`src/rtl/decoder_scheduler_if.sv`:
```
// Bundle of the requester-side and decoder-side signals around decoder_scheduler.
// The scheduler binds to the slave modport; whoever drives requests and decoder results uses master.
interface decoder_scheduler_if #(
  parameter int NUM_REQ   = 4,
  parameter int ENC_WIDTH = 16
);
  logic [NUM_REQ-1:0]           req;
  logic [NUM_REQ*ENC_WIDTH-1:0] req_data;
  logic [NUM_REQ-1:0]           grant;
  logic [NUM_REQ-1:0]           done;
  logic                         dec_load;
  logic [ENC_WIDTH-1:0]         dec_encodedData;
  logic                         dec_ready;
  logic [31:0]                  dec_decodedData;
  logic [3:0]                   dec_symbolLength;
  logic [31:0]                  out_data;
  logic [3:0]                   out_length;
  logic                         busy;
  logic                         timeout_err;

  modport master (
    output req, req_data, dec_ready, dec_decodedData, dec_symbolLength,
    input  grant, done, dec_load, dec_encodedData, out_data, out_length, busy, timeout_err
  );

  modport slave (
    input  req, req_data, dec_ready, dec_decodedData, dec_symbolLength,
    output grant, done, dec_load, dec_encodedData, out_data, out_length, busy, timeout_err
  );
endinterface

```
`src/rtl/decoder_scheduler.sv`:
```
// Round-robin scheduler sharing one Huffman decoder among NUM_REQ requesters.
// Each job runs IDLE -> LOAD -> WAIT -> DONE, aborting with timeout_err if the decoder stalls.
module decoder_scheduler #(
  parameter int NUM_REQ   = 4,
  parameter int ENC_WIDTH = 16,
  parameter int TIMEOUT   = 15
) (
  input logic clk,
  input logic rst,
  decoder_scheduler_if.slave bus
);

  localparam int PW = (NUM_REQ > 1) ? $clog2(NUM_REQ) : 1;
  localparam int CW = (TIMEOUT > 0) ? $clog2(TIMEOUT + 1) : 1;
  localparam logic [CW-1:0] CNT_LAST = CW'(TIMEOUT - 1);
  localparam logic [PW-1:0] PTR_LAST = PW'(NUM_REQ - 1);

  typedef enum logic [1:0] {IDLE, LOAD, WAIT, DONE} state_t;

  state_t        state;
  logic [PW-1:0] rr_ptr;
  logic [PW-1:0] sel_q;
  logic [PW-1:0] pick;
  logic          pick_valid;
  logic [CW-1:0] cnt;

  // First requesting index at or after rr_ptr, wrapping modulo NUM_REQ.
  always_comb begin
    int            idx;
    logic [PW-1:0] idx_p;
    idx        = 0;
    idx_p      = '0;
    pick       = '0;
    pick_valid = 1'b0;
    for (int i = 0; i < NUM_REQ; i++) begin
      idx = int'(rr_ptr) + i;
      if (idx >= NUM_REQ) idx = idx - NUM_REQ;
      idx_p = PW'(idx);
      if (!pick_valid && bus.req[idx_p]) begin
        pick       = idx_p;
        pick_valid = 1'b1;
      end
    end
  end

  always_ff @(posedge clk or negedge rst) begin
    if (!rst) begin
      state               <= IDLE;
      rr_ptr              <= '0;
      sel_q               <= '0;
      cnt                 <= '0;
      bus.grant           <= '0;
      bus.done            <= '0;
      bus.dec_load        <= 1'b0;
      bus.dec_encodedData <= '0;
      bus.out_data        <= '0;
      bus.out_length      <= '0;
      bus.busy            <= 1'b0;
      bus.timeout_err     <= 1'b0;
    end else begin
      case (state)
        IDLE: begin
          if (pick_valid) begin
            bus.grant           <= NUM_REQ'(1) << pick;
            sel_q               <= pick;
            bus.dec_encodedData <= bus.req_data[int'(pick)*ENC_WIDTH +: ENC_WIDTH];
            bus.busy            <= 1'b1;
            state               <= LOAD;
          end
        end
        LOAD: begin
          bus.dec_load <= 1'b1;
          cnt          <= '0;
          state        <= WAIT;
        end
        WAIT: begin
          bus.dec_load <= 1'b0;
          // Ready wins over a timeout landing on the same cycle.
          if (bus.dec_ready) begin
            bus.out_data   <= bus.dec_decodedData;
            bus.out_length <= bus.dec_symbolLength;
            bus.done       <= bus.grant;
            state          <= DONE;
          end else if (cnt == CNT_LAST) begin
            cnt             <= cnt + 1'b1;
            bus.out_data    <= '0;
            bus.out_length  <= '0;
            bus.timeout_err <= 1'b1;
            bus.done        <= bus.grant;
            state           <= DONE;
          end else begin
            cnt <= cnt + 1'b1;
          end
        end
        DONE: begin
          bus.done        <= '0;
          bus.timeout_err <= 1'b0;
          bus.grant       <= '0;
          bus.busy        <= 1'b0;
          rr_ptr          <= (sel_q == PTR_LAST) ? '0 : sel_q + 1'b1;
          state           <= IDLE;
        end
        default: state <= IDLE;
      endcase
    end
  end

endmodule

```
`src/flat_wrapper.sv`:
```
// flat-port wrapper written by rule: the top's interface ports become plain ports
module decoder_scheduler_flat 
#(
  parameter int NUM_REQ   = 4,
  parameter int ENC_WIDTH = 16,
  parameter int TIMEOUT   = 15
)
  (clk, rst, bus_req, bus_req_data, bus_dec_ready, bus_dec_decodedData, bus_dec_symbolLength, bus_grant, bus_done, bus_dec_load, bus_dec_encodedData, bus_out_data, bus_out_length, bus_busy, bus_timeout_err);
  decoder_scheduler_if #(.NUM_REQ(NUM_REQ), .ENC_WIDTH(ENC_WIDTH)) bus_i ();
  input logic clk;
  input logic rst;
  input wire logic [$bits(bus_i.req)-1:0] bus_req;
  input wire logic [$bits(bus_i.req_data)-1:0] bus_req_data;
  input wire logic [$bits(bus_i.dec_ready)-1:0] bus_dec_ready;
  input wire logic [$bits(bus_i.dec_decodedData)-1:0] bus_dec_decodedData;
  input wire logic [$bits(bus_i.dec_symbolLength)-1:0] bus_dec_symbolLength;
  output wire logic [$bits(bus_i.grant)-1:0] bus_grant;
  output wire logic [$bits(bus_i.done)-1:0] bus_done;
  output wire logic [$bits(bus_i.dec_load)-1:0] bus_dec_load;
  output wire logic [$bits(bus_i.dec_encodedData)-1:0] bus_dec_encodedData;
  output wire logic [$bits(bus_i.out_data)-1:0] bus_out_data;
  output wire logic [$bits(bus_i.out_length)-1:0] bus_out_length;
  output wire logic [$bits(bus_i.busy)-1:0] bus_busy;
  output wire logic [$bits(bus_i.timeout_err)-1:0] bus_timeout_err;
  assign bus_i.req = bus_req;
  assign bus_i.req_data = bus_req_data;
  assign bus_i.dec_ready = bus_dec_ready;
  assign bus_i.dec_decodedData = bus_dec_decodedData;
  assign bus_i.dec_symbolLength = bus_dec_symbolLength;
  assign bus_grant = bus_i.grant;
  assign bus_done = bus_i.done;
  assign bus_dec_load = bus_i.dec_load;
  assign bus_dec_encodedData = bus_i.dec_encodedData;
  assign bus_out_data = bus_i.out_data;
  assign bus_out_length = bus_i.out_length;
  assign bus_busy = bus_i.busy;
  assign bus_timeout_err = bus_i.timeout_err;
  decoder_scheduler #(.NUM_REQ(NUM_REQ), .ENC_WIDTH(ENC_WIDTH), .TIMEOUT(TIMEOUT)) u_core (.clk(clk), .rst(rst), .bus(bus_i));
endmodule
```
`config.mk`:
```
export PLATFORM = sky130hd
export DESIGN_NAME = decoder_scheduler_flat
export DESIGN_NICKNAME = d
export VERILOG_FILES = /design/src/rtl/decoder_scheduler_if.sv /design/src/rtl/decoder_scheduler.sv /design/src/flat_wrapper.sv
export SDC_FILE = /design/constraint.sdc
export NUM_CORES = 1
export LEC_CHECK = 0
export ABC_AREA = 1
export BUFFER_PORTS_ARGS = -buffer_cell sky130_fd_sc_hd__clkbuf_2
export CAP_MARGIN = 20
export CORE_ASPECT_RATIO = 1.4
export CORE_UTILIZATION = 25
export CTS_BUF_LIST = sky130_fd_sc_hd__clkbuf_16
export DETAILED_ROUTE_END_ITERATION = 10
export GPL_ROUTABILITY_DRIVEN = 0
export PLACE_DENSITY_LB_ADDON = 0.08
export SYNTH_ARGS = -nofsm -noshare
export SYNTH_HDL_FRONTEND = slang
export SYNTH_SLANG_ARGS = --single-unit
```
`constraint.sdc`:
```
create_clock -name clk -period 1.6 [get_ports clk]
set_input_delay 0.32 -clock clk [delete_from_list [all_inputs] [get_ports clk]]
set_output_delay 0.32 -clock clk [all_outputs]
set_load 0.01 [all_outputs]
```
After elaboration in Yosys (flattened, before gate mapping)
Cells that the tools add are included.

storage, ports and cells
  input bits = 107
  register bits = 73
  output and inout bits = 63
  logic and storage cells = 100

operators by class
  shift-type cells = 2
  $lt $le $gt $ge = 8
  $add $sub $neg = 9
  muxes and demuxes = 42
  eq/ne operators = 9
  reduce and logical (&&, ||, !) cells = 18

operator list
  kind                                                               count
  2-to-1 mux 32 bit                                                  2
  variable part select 64 x 7 -> 16 bit                              1
  2-to-1 mux 2 bit                                                   12
  2-to-1 mux 4 bit                                                   6
  one-hot mux 4 bit (2 select lines)                                 3
  less-than comparator 2 x 3 -> 1 bit, second input constant         4
  AND reduction 2 bit                                                6
  2-to-1 mux 1 bit                                                   11
  greater-or-equal comparator 3 bit, second input constant           3
  binary-select mux 1 bit (select 2 bit)                             4
  one-hot mux 2 bit (4 select lines)                                 1
  nonzero test 2 bit                                                 4
  subtractor 2 x 1 -> 2 bit, second input constant                   4
  adder 2 x 2 -> 3 bit, second input constant                        2
  == test 2 bit, second input constant                               3
  one-hot mux 1 bit (2 select lines)                                 3
  adder 4 x 1 -> 4 bit, second input constant                        1
  == test 4 bit, second input constant                               1
  != test 2 x 1 -> 1 bit, second input constant                      2
  left shift 1 x 2 -> 4 bit, first input constant                    1
  adder 2 x 1 -> 3 bit, second input constant                        1
  greater-or-equal comparator 2 x 3 -> 1 bit, second input constant  1
  logical AND 1 bit                                                  3
  zero test 1 bit                                                    3
  other kinds (6)                                                    6

Logic depth before layout (Yosys ltp)
Gate-level depths: netlist (run 1).

  depth in word-level cells = 17
  depth in mapped cells = 17
  gate-level depth less buffers = 15

Least setup slack after synthesis (run 1)
OpenSTA, ideal clock, no wires.

  path type = reg2reg
  start = register u_core.rr_ptr[0]
  end = register u_core.bus.dec_encodedData[11]
  stages on the path, launching flop included = 15
  setup slack = -80 ps
  arrival = 1564 ps
  library setup time = 117 ps
  path through = dfrtp_1 > inv_2 > buf_6 > nand2_1 > nand3_1 > nand2_2 > nor2_4 > nand4_1 > nand3_2 > inv_4 > buf_6 > nand2_1 > nand2_1 > nand2_1 > nand2_1

between the ends
  cells in the longest elaborated chain, start to end = 15
  elaborated cells between the ends (all ways) = 39

ends and longest elaborated chain
  item                                                           line                        RTL
  from (decl)                                                    decoder_scheduler.sv:21     logic [PW-1:0] rr_ptr;
  from (signal assigned)                                         decoder_scheduler.sv:100    rr_ptr <= (sel_q == PTR_LAST) ? '0 : sel_q + 1'b1;
  branches (longest 15 deep; another with adder 2 x 1 -> 3 bit)  -
  to (signal assigned)                                           decoder_scheduler.sv:66     bus.dec_encodedData <= bus.req_data[int'(pick)*ENC_WIDTH +: ENC_WIDTH];
  to (decl)                                                      decoder_scheduler_if.sv:28  output grant, done, dec_load, dec_encodedData, out_data, out_length, busy, timeout_err

Several ways; the timed one is not identified. The select of a mux whose other input is x is not followed.
A chain may end at the register's enable or synchronous reset.

Final worst setup path (run 1)
  start = register u_core.rr_ptr[0]
  end = register u_core.bus.dec_encodedData[8]

Same word-level chain as after synthesis.

==> impl_metrics.env, run 1 <==
export IMPL_drt_iter0_drc=190
export IMPL_tightest_slew_ns=0.351
export IMPL_crit_type="flip-flop to flip-flop"
export IMPL_hold_violations=0
export IMPL_gr_total_overflow=0
export IMPL_clk_pin_slew_ns=0.06
export IMPL_clock_latency_ns=0.33
export IMPL_grtUsageMet3_pct=3.94
export IMPL_placed_area_um2=5270
export IMPL_synthFlopType="dfrtp_1"
export IMPL_core_area_um2=15500
export IMPL_start_util_pct=25.4
export IMPL_worstHoldStart="bus_dec_decodedData[17]"
export IMPL_multi_input_area_um2=1920
export IMPL_setup_viol_count_final=25
export IMPL_htree_levels=3
export IMPL_rows=54
export IMPL_dieArea_um2=16300
export IMPL_r2r_setup_slack_ns=-0.33
export IMPL_fin_worst_skew_ns=0.00742
export IMPL_irDropWorstVdd_mv=1.22
export IMPL_power_density_nw_per_um2=2360
export IMPL_syn_inst=543
export IMPL_synth_warnings=0
export IMPL_synth_top_cell_by_area="dfrtp_1"
export IMPL_ys_top_cells_by_area="dfrtp_1 (46%), nand2_1 (23%), o21ai_0 (7.0%), inv_1 (6.0%), nand3_1 (5.8%)"
export IMPL_die_h_um=151
export IMPL_layout_drive_gt1_share_pct=38.3
export IMPL_cts_buffers=9
export IMPL_reg2reg_depth=14
export IMPL_fin_area_um2=5980
export IMPL_ant_nets=0
export IMPL_grt_max_degree=37
export IMPL_io_buffers=169
export IMPL_cp_common_cell="nand2_1"
export IMPL_syn_nets=658
export IMPL_final_core_util_pct=38.5
export IMPL_reg2reg_from="u_core.rr_ptr[0]"
export IMPL_hold_depth=3
export IMPL_failed_checks="setup timing"
export IMPL_drt_total_wl_mm=12.8
export IMPL_pre_cts_slack_ns=-0.278
export IMPL_cp_slowest_cell="dfrtp_2"
export IMPL_whs_endpoint="u_core.bus.out_data[17]"
export IMPL_critPathLaunchType="flip-flop"
export IMPL_maxCapViolCount=0
export IMPL_period_minus_slack_ns=1.93
export IMPL_cp_required_ns=1.82
export IMPL_layout_commonest_cell="nand2_1"
export IMPL_rr_endpoint="u_core.bus.dec_encodedData[8]"
export IMPL_gr_usage_all_layers_pct=15.1
export IMPL_cp_cell_sequence="clkinv_4 > nand2_2 > nand3_1 > nand2_2 > inv_2 > nand3_4 > nand3_4 > clkbuf_16 > nand2_1 > nand2_1 > nand2_1 > nand2_1 > nand2_1 > nand2_1"
export IMPL_seq_area_um2=1830
export IMPL_layout_nets=859
export IMPL_firstDrtPassIters=4
export IMPL_top_usage_layer="met2"
export IMPL_pin_count=170
export IMPL_async_reset_ff_share_pct=100
export IMPL_vias=4074
export IMPL_synth_edf_count=0
export IMPL_yosysTopAreaCellShare_pct=46.2
export IMPL_outcome="complete, but fails checks"
export IMPL_cts_sinks=73
export IMPL_grt_pass1_wl_mm=19.1
export IMPL_grt_use_met1_pct=18.2
export IMPL_ys_seq_area_share_pct=46.2
export IMPL_die_x_um=108
export IMPL_post_drt_wl_per_cell_um=13.6
export IMPL_leakage_nw=3.31
export IMPL_final_cell_mix="nand2_1 (218), clkbuf_2 (168), dfrtp_1 (71)"
export IMPL_antenna_cells=0
export IMPL_drc=0
export IMPL_fmax_mhz=517
export IMPL_setup_tns_ns=-6.53
export IMPL_maxSlewViolCount=0
export IMPL_max_stage_delay_ns=0.49
export IMPL_cts_tree="yes"
export IMPL_grt_pass1_vias=3937
export IMPL_fin_ws_ns=-0.334
export IMPL_min_path_type="primary input to flip-flop"
export IMPL_use_met2_pct=26.1
export IMPL_synth_cell_type_count=26
export IMPL_rsz0062_at_grt="true"
export IMPL_nFillCells=1636
export IMPL_arrival_ns=2.16
export IMPL_root_buffer="clkbuf_16"
export IMPL_antenna_found_initial=0
export IMPL_finalCritPeriodShare_pct=121
export IMPL_dp_final_hpwl_mm=8.80
export IMPL_syn_area_um2=3950
export IMPL_endpoint_kind="flip-flop"
export IMPL_syn_to_final_growth_pct=51.4
export IMPL_vias_per_cell=4.31
export IMPL_crit_fanout=17
export IMPL_avgSynthCellArea_um2=7.28
export IMPL_cts_buffer_depth=2
export IMPL_slew_headroom_pct=76.6
export IMPL_ys_ff_latch=73
-- what timing repair did --
item / in CTS / in global routing
hold buffers: 1 / 0
endpoints found under the hold margin: 18 / 0
pin swaps: 4 / 4
gates resized for setup: 35 / 34
setup endpoints to repair: 25 / 65
setup buffers: 5 / 2
cloned: 0 / 7
-- cell type report --
class,instances,area share (%)
multi-input combinational,380,32.0
sequential,73,30.6
timing repair buffer,212,23.3
inverter,67,4.50
tap,196,4.10
clock buffer,9,3.77
clock inverter,7,1.57
timing repair inverter,1,0.105
-- worst max-delay path by stage --
stage	start	endpoint	cells past startpoint
after floorplan	u_core.rr_ptr[0]	u_core.bus.dec_encodedData[11]	14
after global placement	u_core.rr_ptr[0]	u_core.bus.dec_encodedData[8]	13
after detailed placement	u_core.rr_ptr[0]	u_core.bus.dec_encodedData[8]	16
after CTS	u_core.rr_ptr[0]	u_core.bus.dec_encodedData[9]	15
after global routing	u_core.rr_ptr[0]	u_core.bus.dec_encodedData[14]	14
final	u_core.rr_ptr[0]	u_core.bus.dec_encodedData[8]	14
-- layer usage --
| layer | share of wire (%) | vias to the layer above |
|---|---|---|
| met4 | 1.1 | 0 |
| met2 | 49 | 156 |
| met3 | 7.5 | 12 |
| met5 | 0 | - |
| met1 | 42 | 1821 |
| li1 | - | 2085 |
-- state kept, by name, indices dropped and copies added, names as in the netlist --
name                        cells
u_core.state                    2
u_core.bus.dec_load             1
u_core.bus.done                 4
u_core.bus.timeout_err          1
u_core.bus.busy                 1
u_core.bus.dec_encodedData     16
u_core.rr_ptr                   2
u_core.bus.grant                4
u_core.bus.out_data            32
u_core.sel_q                    2
u_core.bus.out_length           4
u_core.cnt                      4
-- worst max-delay path: cells and delay by family, from the launching register on --
| family | cells | cell delay (ns) |
|---|---|---|
| buffers and inverters | 3 | 0.41 |
| DFF | 1 | 0.49 |
| and+or+nand+nor | 11 | 0.92 |
-- power breakdown --
group          total, mW  switching, mW  internal [mW]
Clock               2.15          0.785           1.36
Sequential          3.21          0.531           2.68
Combinational       8.73           5.01           3.72
Total               14.1           6.33           7.76
-- Yosys cell counts (2+ instances only) --
master	count
inv_2	3
ha_1	8
inv_1	63
nand3_4	2
o21ai_0	55
dfrtp_1	73
nand3_1	46
buf_6	5
nor2_1	2
o22ai_1	5
o21ai_1	4
nand2_1	242
nand2_2	7
buf_4	5
buf_2	6
clkbuf_1	7
-- per-stage QoR --
step	cells	hold slack (ns)	total power [mW]
after floorplan	543	0.0244	7.90
after global placement	917	0.256	10.5
after detailed placement	917	0.259	10.5
after CTS	937	0.177	13.2
after global routing	945	0.193	15.4
final	945	0.187	14.1
-- logic make-up after synthesis --
group                    count (synthesis)  synth area share (%)
AO/OA/AOI/OAI                           67                  8.74
adder cells (fa/ha/maj)                  8                  2.53
AND/OR/NAND/NOR                        303                  31.8
flip-flops                              73                  46.2
XOR/XNOR                                 2                 0.443
buffers and inverters                   90                  10.2
No activity file was read; power rests on OpenSTA's default activity.
==> run 2: changes to the inputs <==
--- a/config.mk
+++ b/config.mk
@@ -6,12 +6,12 @@
 export NUM_CORES = 1
 export LEC_CHECK = 0
 export ABC_AREA = 1
-export BUFFER_PORTS_ARGS = -buffer_cell sky130_fd_sc_hd__clkbuf_2
 export CAP_MARGIN = 20
 export CORE_ASPECT_RATIO = 1.4
 export CORE_UTILIZATION = 25
 export CTS_BUF_LIST = sky130_fd_sc_hd__clkbuf_16
 export DETAILED_ROUTE_END_ITERATION = 10
+export DONT_BUFFER_PORTS = 1
 export GPL_ROUTABILITY_DRIVEN = 0
 export PLACE_DENSITY_LB_ADDON = 0.08
 export SYNTH_ARGS = -nofsm -noshare
==> run 2 against run 1 <==
Against the previous run:
- the run ends with hold timing, setup timing left
- total power is 7.3% lower
- global-route usage is 1.0 points lower
- sequential cell count stayed put
- first-iteration DRC count is 28% lower
- utilization is 5.8 points lower
- register-to-register slack better by 0.05 ns
- clock power is 7% lower
- wire length is 9.2% lower
- die area stayed put
- critical path type unchanged
- critical endpoint is now u_core.bus.dec_encodedData[6]
- largest power group unchanged
==> impl_metrics.env, run 2 (same netlist as run 1, synthesis figures left out) <==
export IMPL_outcome="complete, but fails checks"
export IMPL_failed_checks="hold timing, setup timing"
export IMPL_start_util_pct=25.4
export IMPL_rows=54
export IMPL_cts_tree="yes"
export IMPL_drc=0
export IMPL_finalCritPeriodShare_pct=118
export IMPL_maxSlewViolCount=0
export IMPL_final_core_util_pct=32.7
export IMPL_firstDrtPassIters=4
export IMPL_htree_levels=3
export IMPL_root_buffer="clkbuf_16"
export IMPL_max_stage_delay_ns=0.48
export IMPL_leakage_nw=2.58
export IMPL_crit_fanout=18
export IMPL_cp_slowest_cell="dfrtp_2"
export IMPL_period_minus_slack_ns=1.88
export IMPL_cts_sinks=73
export IMPL_ant_nets=0
export IMPL_cp_cell_sequence="buf_6 > nand2_2 > nand2_2 > nand2_2 > nand2_2 > buf_4 > a31oi_2 > nand3_4 > buf_12 > nand2_1 > nand2_1 > nand2_1 > nand2_1"
export IMPL_reg2reg_depth=13
export IMPL_grt_max_degree=74
export IMPL_crit_type="flip-flop to flip-flop"
export IMPL_irDropWorstVdd_mv=1.22
export IMPL_dieArea_um2=16300
export IMPL_rsz0062_at_grt="true"
export IMPL_slew_headroom_pct=76.5
export IMPL_antenna_cells=0
export IMPL_fmax_mhz=531
export IMPL_final_cell_mix="nand2_1 (223), dfrtp_1 (71), inv_1 (60)"
export IMPL_cp_required_ns=1.82
export IMPL_die_h_um=151
export IMPL_largest_reg_flops=32
export IMPL_setup_tns_ns=-5.66
export IMPL_fin_ws_ns=-0.282
export IMPL_power_mw=13.1
export IMPL_largest_register="u_core.bus.out_data"
export IMPL_setup_viol_count_final=25
export IMPL_clock_latency_ns=0.33
export IMPL_antenna_found_initial=0
export IMPL_drt_total_wl_mm=11.7
export IMPL_endpoint_kind="flip-flop"
export IMPL_layout_nets=691
export IMPL_cts_buffers=9
export IMPL_grt_pass1_vias=3400
export IMPL_nFillCells=1661
export IMPL_critPathLaunchType="flip-flop"
export IMPL_fin_worst_skew_ns=0.00737
export IMPL_clk_pin_slew_ns=0.06
export IMPL_cts_buffer_depth=2
export IMPL_dp_final_hpwl_mm=7.88
export IMPL_power_density_nw_per_um2=2570
export IMPL_vias=3502
export IMPL_gr_usage_all_layers_pct=14.1
export IMPL_grt_pass1_wl_mm=17.3
export IMPL_tightest_slew_ns=0.350
export IMPL_core_area_um2=15500
export IMPL_vias_per_cell=4.51
export IMPL_layout_commonest_cell="nand2_1"
export IMPL_post_drt_wl_per_cell_um=15.0
export IMPL_hold_ws_ns=-0.319
export IMPL_pin_count=170
export IMPL_drt_iter0_drc=137
export IMPL_syn_to_final_growth_pct=28.5
export IMPL_pre_cts_slack_ns=-0.273
export IMPL_maxCapViolCount=0
export IMPL_seq_area_um2=1830
export IMPL_reg2reg_from="u_core.rr_ptr[0]"
export IMPL_rr_endpoint="u_core.bus.dec_encodedData[6]"
export IMPL_layout_drive_gt1_share_pct=19.3
export IMPL_io_buffers=0
export IMPL_multi_input_area_um2=1900
export IMPL_die_x_um=108
export IMPL_arrival_ns=2.10
export IMPL_hold_violations=73
export IMPL_r2r_setup_slack_ns=-0.28
export IMPL_min_path_type="primary input to async pin"
export IMPL_top_regs="u_core.bus.out_data: 32 flops, u_core.bus.dec_encodedData: 16 flops"
export IMPL_gr_total_overflow=0
==> run 2: cell count changes in the layout (fill, tap and decap cells not counted), moves of 2 or more <==
| cell | delta |
|---|---|
| clkinv_4 | +2 |
| o21ai_1 | +3 |
| clkbuf_16 | -3 |
| nand2_1 | +5 |
| nand2_2 | -7 |
| buf_4 | +3 |
| nand2_4 | +2 |
| clkbuf_2 | -168 |
==> run 2: metal layers <==
layer	share of wire [%]	GRT usage, %
met5	0	0
met3	9.3	4.81
met1	39	15.3
met2	51	25.2
met4	1.5	5.20
==> run 2: critical path: cells and delay by family (launching register included) <==
kind / cells / cell delay, ns
flops: 1 / 0.48
compound gates: 1 / 0.17
buf+inv: 3 / 0.48
simple gates: 9 / 0.64
==> run 2: worst max-delay path by stage <==
stage / start / to / slack [ns] / depth (start not counted)
global route: u_core.rr_ptr[0] / u_core.bus.dec_encodedData[11] / -0.40 / 15
floorplan: u_core.rr_ptr[0] / u_core.bus.dec_encodedData[11] / -0.06 / 14
detailed placement: u_core.rr_ptr[0] / u_core.bus.dec_encodedData[8] / -0.27 / 15
CTS: u_core.rr_ptr[0] / u_core.bus.dec_encodedData[6] / -0.25 / 13
finish: u_core.rr_ptr[0] / u_core.bus.dec_encodedData[6] / -0.28 / 13
global placement: u_core.rr_ptr[0] / u_core.bus.dec_encodedData[8] / -0.26 / 16
==> run 2: what timing repair did <==
| action | 4_1_cts | 5_1_grt |
|---|---|---|
| resized for setup | 35 | 30 |
| pin swaps | 5 | 1 |
| hold endpoints to repair | 73 | 73 |
| cloned | 2 | 3 |
| endpoints found under the setup margin | 29 | 62 |
| setup buffers | 4 | 3 |
==> run 2: stage by stage <==
step                cell area, µm²  std cells  hold slack, ns
floorplan                     3980        543          0.0244
global placement              4410        749          0.0265
detailed placement            4410        749          0.0261
CTS                           4910        771          -0.339
global route                  5080        777          -0.342
finish                        5080        777          -0.319
==> run 2: layout make-up <==
class | count | area share (%)
clock buffer | 9 | 4.43
clock inverter | 7 | 1.40
inverter | 67 | 5.40
multi-input combinational | 380 | 37.3
sequential | 73 | 36.0
tap | 196 | 4.83
timing repair buffer | 44 | 10.5
timing repair inverter | 1 | 0.0985
==> run 2: power by group <==
part / switching [mW] / internal [mW]
clock: 0.808 / 1.20
sequential: 1.02 / 2.68
combinational: 4.18 / 3.17
